--- config.mk ---
export PLATFORM = sky130hd
export DESIGN_NAME = mult_mac_pipe
export DESIGN_NICKNAME = d
export VERILOG_FILES = /design/src/rtl/mult_mac_pkg.sv /design/src/rtl/mult_mac_lane.sv /design/src/rtl/mult_mac_pipe.sv
export SDC_FILE = /design/constraint.sdc
export NUM_CORES = 2
export LEC_CHECK = 0
export ABC_AREA = 1
export BUFFER_PORTS_ARGS = -buffer_cell sky130_fd_sc_hd__buf_2
export CORE_MARGIN = 1
export CORE_UTILIZATION = 55
export CTS_CLUSTER_DIAMETER = 40
export DETAILED_ROUTE_END_ITERATION = 6
export HOLD_SLACK_MARGIN = 0.02
export PLACE_DENSITY = 0.69
export SYNTH_ARGS = -nofsm -noshare
export SYNTH_HDL_FRONTEND = slang
export SYNTH_SLANG_ARGS = --single-unit
--- constraint.sdc ---
create_clock -name clk -period 14.05 [get_ports clk]
set_input_delay 2.81 -clock clk [delete_from_list [all_inputs] [get_ports clk]]
set_output_delay 2.81 -clock clk [all_outputs]
set_load 0.05 [all_outputs]
--- src/rtl/mult_mac_pkg.sv ---
// mult_mac_pkg: shared modes, default widths and saturation helper for the MAC pipeline
package mult_mac_pkg;
  typedef enum logic [1:0] {MODE_TRUNC = 2'd0, MODE_RND = 2'd1, MODE_MAC = 2'd2} mode_t;
  localparam int DATA_WID_D = 16;
  localparam int AUG_FCT_B_D = 7;
  localparam int ACC_WID_D = 40;
  function automatic logic signed [63:0] saturate(input logic signed [63:0] v, input int w);
    logic signed [63:0] hi, lo;
    hi = (64'sd1 <<< (w - 1)) - 64'sd1;
    lo = -(64'sd1 <<< (w - 1));
    return v > hi ? hi : (v < lo ? lo : v);
  endfunction
endpackage

--- src/rtl/mult_mac_lane.sv ---
// mult_mac_lane: one lane's product, accumulate, round, shift and saturate stages
module mult_mac_lane
  import mult_mac_pkg::*;
#(
  parameter int DATA_WID  = DATA_WID_D,
  parameter int AUG_FCT_B = AUG_FCT_B_D,
  parameter int ACC_WID   = ACC_WID_D
) (
  input  logic                       clk,
  input  logic                       rst_n,
  input  logic                       ld,
  input  logic                       step,
  input  logic                       ovf_clr,
  input  logic signed [DATA_WID-1:0] a,
  input  logic signed [DATA_WID-1:0] b,
  input  mode_t                      mode,
  input  logic                       first,
  input  logic                       last,
  output logic [DATA_WID-1:0]        res,
  output logic                       ovf
);
  localparam logic signed [ACC_WID-1:0] HALF = ACC_WID'(1) << (AUG_FCT_B - 1);
  logic signed [2*DATA_WID-1:0] prod;
  logic signed [ACC_WID-1:0] acc, p_ext, acc_sum, pre, shifted;
  logic signed [63:0] sat;
  logic is_mac, emit, hit;
  // S3 arithmetic: MAC sums into the accumulator, other modes shift the bare product
  always_comb begin
    p_ext = ACC_WID'(prod);
    is_mac = mode == MODE_MAC;
    emit = !is_mac || last;
    acc_sum = (first ? '0 : acc) + p_ext;
    pre = is_mac ? acc_sum : (mode == MODE_RND ? p_ext + HALF : p_ext);
    shifted = pre >>> AUG_FCT_B;
    sat = saturate(64'(shifted), DATA_WID);
    hit = sat != 64'(shifted);
  end
  // S2 product register, S3 accumulator/result register and sticky overflow
  always_ff @(posedge clk or negedge rst_n)
    if (!rst_n) begin
      prod <= '0;
      acc <= '0;
      res <= '0;
      ovf <= 1'b0;
    end else begin
      if (ld) prod <= (2*DATA_WID)'(a) * (2*DATA_WID)'(b);
      if (step) acc <= is_mac ? acc_sum : '0;
      if (step && emit) res <= sat[DATA_WID-1:0];
      ovf <= !ovf_clr && (ovf || (step && emit && hit));
    end
endmodule

--- src/rtl/mult_mac_pipe.sv ---
// mult_mac_pipe: multi-lane 3-stage Q-format multiplier / MAC with valid/ready handshake
module mult_mac_pipe
  import mult_mac_pkg::*;
#(
  parameter int DATA_WID  = DATA_WID_D,
  parameter int AUG_FCT_B = AUG_FCT_B_D,
  parameter int LANES     = 4,
  parameter int ACC_WID   = ACC_WID_D
) (
  input  logic                      clk,
  input  logic                      rst_n,
  input  logic                      in_valid,
  output logic                      in_ready,
  input  logic [LANES*DATA_WID-1:0] in_a,
  input  logic [LANES*DATA_WID-1:0] in_b,
  input  logic [1:0]                in_mode,
  input  logic                      in_first,
  input  logic                      in_last,
  output logic                      out_valid,
  input  logic                      out_ready,
  output logic [LANES*DATA_WID-1:0] out_data,
  output logic [LANES-1:0]          out_ovf,
  input  logic                      ovf_clr
);
  logic en, adv1, adv2, v1, v2, first1, last1, first2, last2;
  mode_t mode1, mode2;
  logic [LANES*DATA_WID-1:0] a1, b1;
  assign en = !out_valid || out_ready;
  assign adv2 = en || !v2;
  assign adv1 = adv2 || !v1;
  assign in_ready = en;
  // S1: capture operands and control; the reserved mode folds into truncate
  always_ff @(posedge clk or negedge rst_n)
    if (!rst_n) begin
      v1 <= 1'b0;
      a1 <= '0;
      b1 <= '0;
      mode1 <= MODE_TRUNC;
      first1 <= 1'b0;
      last1 <= 1'b0;
    end else if (adv1) begin
      v1 <= in_valid && en;
      a1 <= in_a;
      b1 <= in_b;
      mode1 <= in_mode == 2'd1 ? MODE_RND : (in_mode == 2'd2 ? MODE_MAC : MODE_TRUNC);
      first1 <= in_first;
      last1 <= in_last;
    end
  // S2 control, moving alongside the lane product registers
  always_ff @(posedge clk or negedge rst_n)
    if (!rst_n) begin
      v2 <= 1'b0;
      mode2 <= MODE_TRUNC;
      first2 <= 1'b0;
      last2 <= 1'b0;
    end else if (adv2) begin
      v2 <= v1;
      mode2 <= mode1;
      first2 <= first1;
      last2 <= last1;
    end
  // S3 output valid: MAC beats only surface on the packet's last beat
  always_ff @(posedge clk or negedge rst_n)
    if (!rst_n) out_valid <= 1'b0;
    else if (en) out_valid <= v2 && (mode2 != MODE_MAC || last2);
  for (genvar i = 0; i < LANES; i++) begin : g_lane
    mult_mac_lane #(.DATA_WID(DATA_WID), .AUG_FCT_B(AUG_FCT_B), .ACC_WID(ACC_WID)) u_lane (
      .clk(clk),
      .rst_n(rst_n),
      .ld(adv2),
      .step(en && v2),
      .ovf_clr(ovf_clr),
      .a(a1[i*DATA_WID +: DATA_WID]),
      .b(b1[i*DATA_WID +: DATA_WID]),
      .mode(mode2),
      .first(first2),
      .last(last2),
      .res(out_data[i*DATA_WID +: DATA_WID]),
      .ovf(out_ovf[i])
    );
  end
endmodule

# Word-level counts from Yosys, hierarchy flattened
# Index checks and enable logic that the tools add are counted.
totals:
  in_bits: 137
  register_bits: 495
  output_inout_bits: 70
classes:
  n_mul: 4
  magnitude_cmp: 8
  eq_ne: 9
  mux: 26
  n_reduce_logical: 26
  add_sub_neg: 8
op_table:
  columns: ["operator", "n"]
  rows:
  - ["$mux W40", 16]
  - ["$mux W64", 8]
  - ["$ne A64 B33 Y1", 4]
  - ["$add A40 B40 Y40", 4]
  - ["$add A32 B8 Y33 const B", 4]
  - ["$gt A33 B16 Y1 const B", 4]
  - ["$lt A33 B16 Y1 const B", 4]
  - ["$mul A16 B16 Y32", 4]
  - ["$logic_and A1 B1 Y1", 12]
  - ["$logic_or A1 B1 Y1", 9]
  - ["$logic_not A1 Y1", 5]
  - ["$eq A2 B1 Y1 const B", 2]
  - ["$eq A2 B2 Y1 const B", 2]
  - ["$mux W2", 2]
  - ["$ne A2 B2 Y1 const B", 1]

# Longest topological paths before layout
depth:
  ltp_word: 10
  depth_mapped: 31
  ltp_nobuf: 30

# By module
# Synthesis repeated with hierarchy kept, for this count alone.
unflattened:
  cells_unflattened: 11129
  area_unflattened_um2: 78332.6
by_module_without_submodules:
  columns: ["mod", "instances", "area_each_um2", "cells_each"]
  rows:
  - ["mult_mac_lane (g_lane[1].u_lane)", 1, 18386.4, 2678]
  - ["mult_mac_lane (g_lane[3].u_lane)", 1, 18373.9, 2679]
  - ["mult_mac_lane (g_lane[0].u_lane)", 1, 17977.2, 2579]
  - ["mult_mac_lane (g_lane[2].u_lane)", 1, 17905.9, 2568]
  - ["mult_mac_pipe", 1, 5689.2, 625]

# Least setup slack after synthesis
# No wires, ideal clock.
synth_path:
  kind: "in2out"
  start: "input port out_ready"
  end: "output port in_ready"
  slack_ns: 8.048
  path_stages: 2
  required_ns: 11.240
  arrival_time_ns: 3.192
  path_cell_list: "nor2_1 -> inv_1"
synth_between:
  elab_chain_len: 1
synth_lines:
  columns: ["item", "line", "rtl"]
  rows:
  - ["from (decl)", "mult_mac_pipe.sv:20", "input logic out_ready,"]
  - ["$logic_or A1 B1 Y1", "mult_mac_pipe.sv:28", "assign en = !out_valid || out_ready;"]
  - ["to (decl)", "mult_mac_pipe.sv:13", "output logic in_ready,"]
# No other way between the ends.

# Worst setup path in the final report
layout_path:
  start: "register b1[1]"
  end: "register g_lane[0].u_lane.prod[29]"
layout_between:
  elab_chain_len: 1
layout_lines:
  columns: ["item", "line", "rtl"]
  rows:
  - ["from (decl)", "mult_mac_pipe.sv:27", "logic [LANES*DATA_WID-1:0] a1, b1;"]
  - ["from (signal assigned)", "mult_mac_pipe.sv:44", "b1 <= in_b;"]
  - ["$mul A16 B16 Y32", "mult_mac_lane.sv:46", "if (ld) prod <= (2*DATA_WID)'(a) * (2*DATA_WID)'(b);"]
  - ["to (signal assigned)", "mult_mac_lane.sv:46", null]
  - ["to (decl)", "mult_mac_lane.sv:23", "logic signed [2*DATA_WID-1:0] prod;"]
# No other way between the ends.
# A chain may end at the register's enable or synchronous reset.

==> out/results.tsv <==
metric	value	unit
Max transition margin	0.344	
I/O Pins	207	
outcome	finished, violations left	
Yosys reg bits	495	
# resized after CTS	0	
most common cell after layout, fill and taps aside	nand2_1	
busiest metal layer after global routing	met2	
Max Transition Viols Final	0	
chip height	377	um
CTS Buf Count	100	
Unique masters post-synth	56	
CP max FO	17	
Crit Path Class	reg2reg	
DRT antenna net count	0	
Mapped Area	0.0775	sq mm
startpoint type of the worst setup path	register	
setup TNS	0	ns
die area	0.142	sq mm
Pre-antenna DRT Iters	7	
EDFF count, synth	0	
detailed placement HPWL	194	mm
largest net degree at the start of global routing	150	
gr ovfl total	0	
DRC	23	
initial core utilization	0.555	
Final Setup Violations	0	
nets@finish	12500	
Reg clk slew, reported paths	0.06	ns
syn nets	12600	
Ys Warns	0	
reg-to-reg slack, setup	7.37	ns
Overall Global Routing Usage	0.345	
worst slew pin tran	0.984	ns
DIE WIDTH	377	um
Crit Reg-Reg Endpoint	g_lane[0].u_lane.prod[29]	
Via Count	68700	
final core area utilization	0.595	
worst hold stages	2	
# rows	137	
Area contributors post-synth	fa_1, dfrtp_1, nand2_1	
first-pass GRT wire length	384	mm
Setup Skew	0.0631	ns
area delta synth->final	7.18	%
Skew-Pair Late Insertion Delay	0.75	ns
worst path required time	14.62	ns
vias in the first global route	70200	
core area	0.140	sq mm
Synth area leader	fa_1	
post-DR vias/cell	5.37	
Place WS	7.49	ns
layout cells sized above 1	0.0538	
clock sinks	495	
Post-Syn Instances	10900	
Routed WL	237	mm
most frequent cells in the layout	nand2_1, inv_1, fa_1, nor2_1, dfrtp_1	
crit end category	register	
GRT met1 Usage	0.463	
Mean Syn Cell Area	7.10	sq um
H-tree depth reported by CTS	3	
hold endpoint	first2	
RSZ-0062 raised after global routing	false	
proportion of netlist area held by the largest area contributor	0.272	
RR Startpoint	b1[1]	
Worst EP arrival	7.24	ns
routability congestion estimate	1.01	
R2R cell count	21	
antenna violations before repair	4	
met3 Use GR	0.0491	
Max-Cap Viols	0	
TritonCTS clock tree	yes	
final setup margin	7.37	ns
ys async rst share	1.00	
sequential area share after synthesis	0.160	
WL per Instance	18.5	um
postcts setup bufs	0	
hold_sp	first1	
CTS Root Cell	clkbuf_16	
smallest hold slack	0.476	ns
Top FF cell, synth	dfrtp_1	
period utilization	0.475	
worst hold path class	reg2reg	
Max Clock Freq	150	MHz
# port buffers	206	
Fin. Hold Viols	0	
clk buf depth	3	
met2 Usage GRT	0.571	
initial DRC count	5756	
hold_buf cts	0	
failing checks	DRC	
minimum clock period	6.68	ns
-- final cells by class --
class | count | area [sq um]
fill | 13300 | 56600
multi-input combinational | 7480 | 54000
sequential | 495 | 12400
inverter | 2524 | 9480
clock buffer | 115 | 2650
tap | 1876 | 2350
timing repair buffer | 240 | 1310
clock inverter | 74 | 900
antenna | 2 | 5.00
-- metrics by stage --
step | area [sq um] | instances
after floorplan | 77500 | 10900
after global placement | 79600 | 12600
after detailed placement | 79600 | 12600
after CTS | 83100 | 12800
after global routing | 83100 | 12800
final | 83100 | 12800
-- Yosys cell counts, types with 5 or more instances --
| cell type | count |
|---|---|
| ha_1 | 492 |
| buf_6 | 6 |
| o211ai_1 | 7 |
| dfrtp_1 | 495 |
| nor4_1 | 11 |
| nand3_1 | 446 |
| fa_1 | 1052 |
| nand2_2 | 7 |
| inv_1 | 2511 |
| nand3_2 | 5 |
| xor2_1 | 88 |
| mux2_2 | 67 |
| inv_2 | 12 |
| nor2_1 | 747 |
| a31oi_1 | 72 |
| o21bai_1 | 19 |
| o32ai_1 | 10 |
| xnor2_1 | 78 |
| o21a_1 | 12 |
| buf_4 | 7 |
| nor3_1 | 82 |
| nor3_2 | 5 |
| o22ai_1 | 9 |
| buf_1 | 39 |
| or2_2 | 35 |
| and2_1 | 6 |
| clkbuf_1 | 358 |
| a21o_1 | 8 |
| a21oi_1 | 338 |
| buf_2 | 16 |
| nand4_1 | 126 |
| nand3b_1 | 51 |
| nand2_1 | 3166 |
| o21ai_1 | 16 |
| nor2_2 | 15 |
| o21ai_0 | 440 |
| o2bb2ai_1 | 6 |
| o31ai_1 | 12 |
| a21boi_0 | 14 |
-- worst max-delay path by stage --
stage	start	end	slack [ns]	cells after the start
after floorplan	out_ready	in_ready	8.05	2
after global placement	out_ready	in_ready	7.59	4
after detailed placement	b1[1]	g_lane[0].u_lane.prod[29]	7.49	21
after CTS	b1[1]	g_lane[0].u_lane.prod[29]	7.47	21
after global routing	a1[47]	g_lane[2].u_lane.prod[29]	7.01	20
final	b1[1]	g_lane[0].u_lane.prod[29]	7.37	21
-- worst max-delay path, stage by stage, from the launching register on --
cell	delay, ns
dfrtp_1	0.73
nand2_1	0.19
inv_1	0.17
fa_1	0.51
fa_1	0.87
inv_1	0.11
fa_1	0.47
fa_1	0.58
fa_1	0.43
fa_1	0.49
inv_1	0.04
ha_1	0.38
nand2_1	0.14
nor3_1	0.29
nand3_1	0.12
nand3_1	0.18
nand3_1	0.11
nand2_1	0.12
a31oi_1	0.11
or2_2	0.29
nand3_1	0.07
o21ai_0	0.11
-- per-layer routing --
layer  up-vias  routed length (um)
met5         -                  13
met4         2                8220
met3       424               17000
met2      2390              110000
met1     33300              102000
li1      32600                   -
-- cell families after synthesis --
kind of cell	count (synthesis)	share of synthesized area
and+or+nand+nor	4725	0.249
buffers and inverters	2951	0.144
adders and majority gates	1544	0.351
AOI/OAI and AO/OA	978	0.0682
DFF	495	0.160
xor gates and xnor gates	166	0.0187
muxes	67	0.00973
-- registers in the layout, indices dropped and copies added (netlist names), 2 cells and up --
signal,cells
g_lane.u_lane.ovf,4
b1,64
mode2,2
a1,64
g_lane.u_lane.prod,128
mode1,2
g_lane.u_lane.acc,160
g_lane.u_lane.res,64
Power is not shown: default switching activity piles up to over one toggle a cycle in this logic, so the estimate is an artifact.
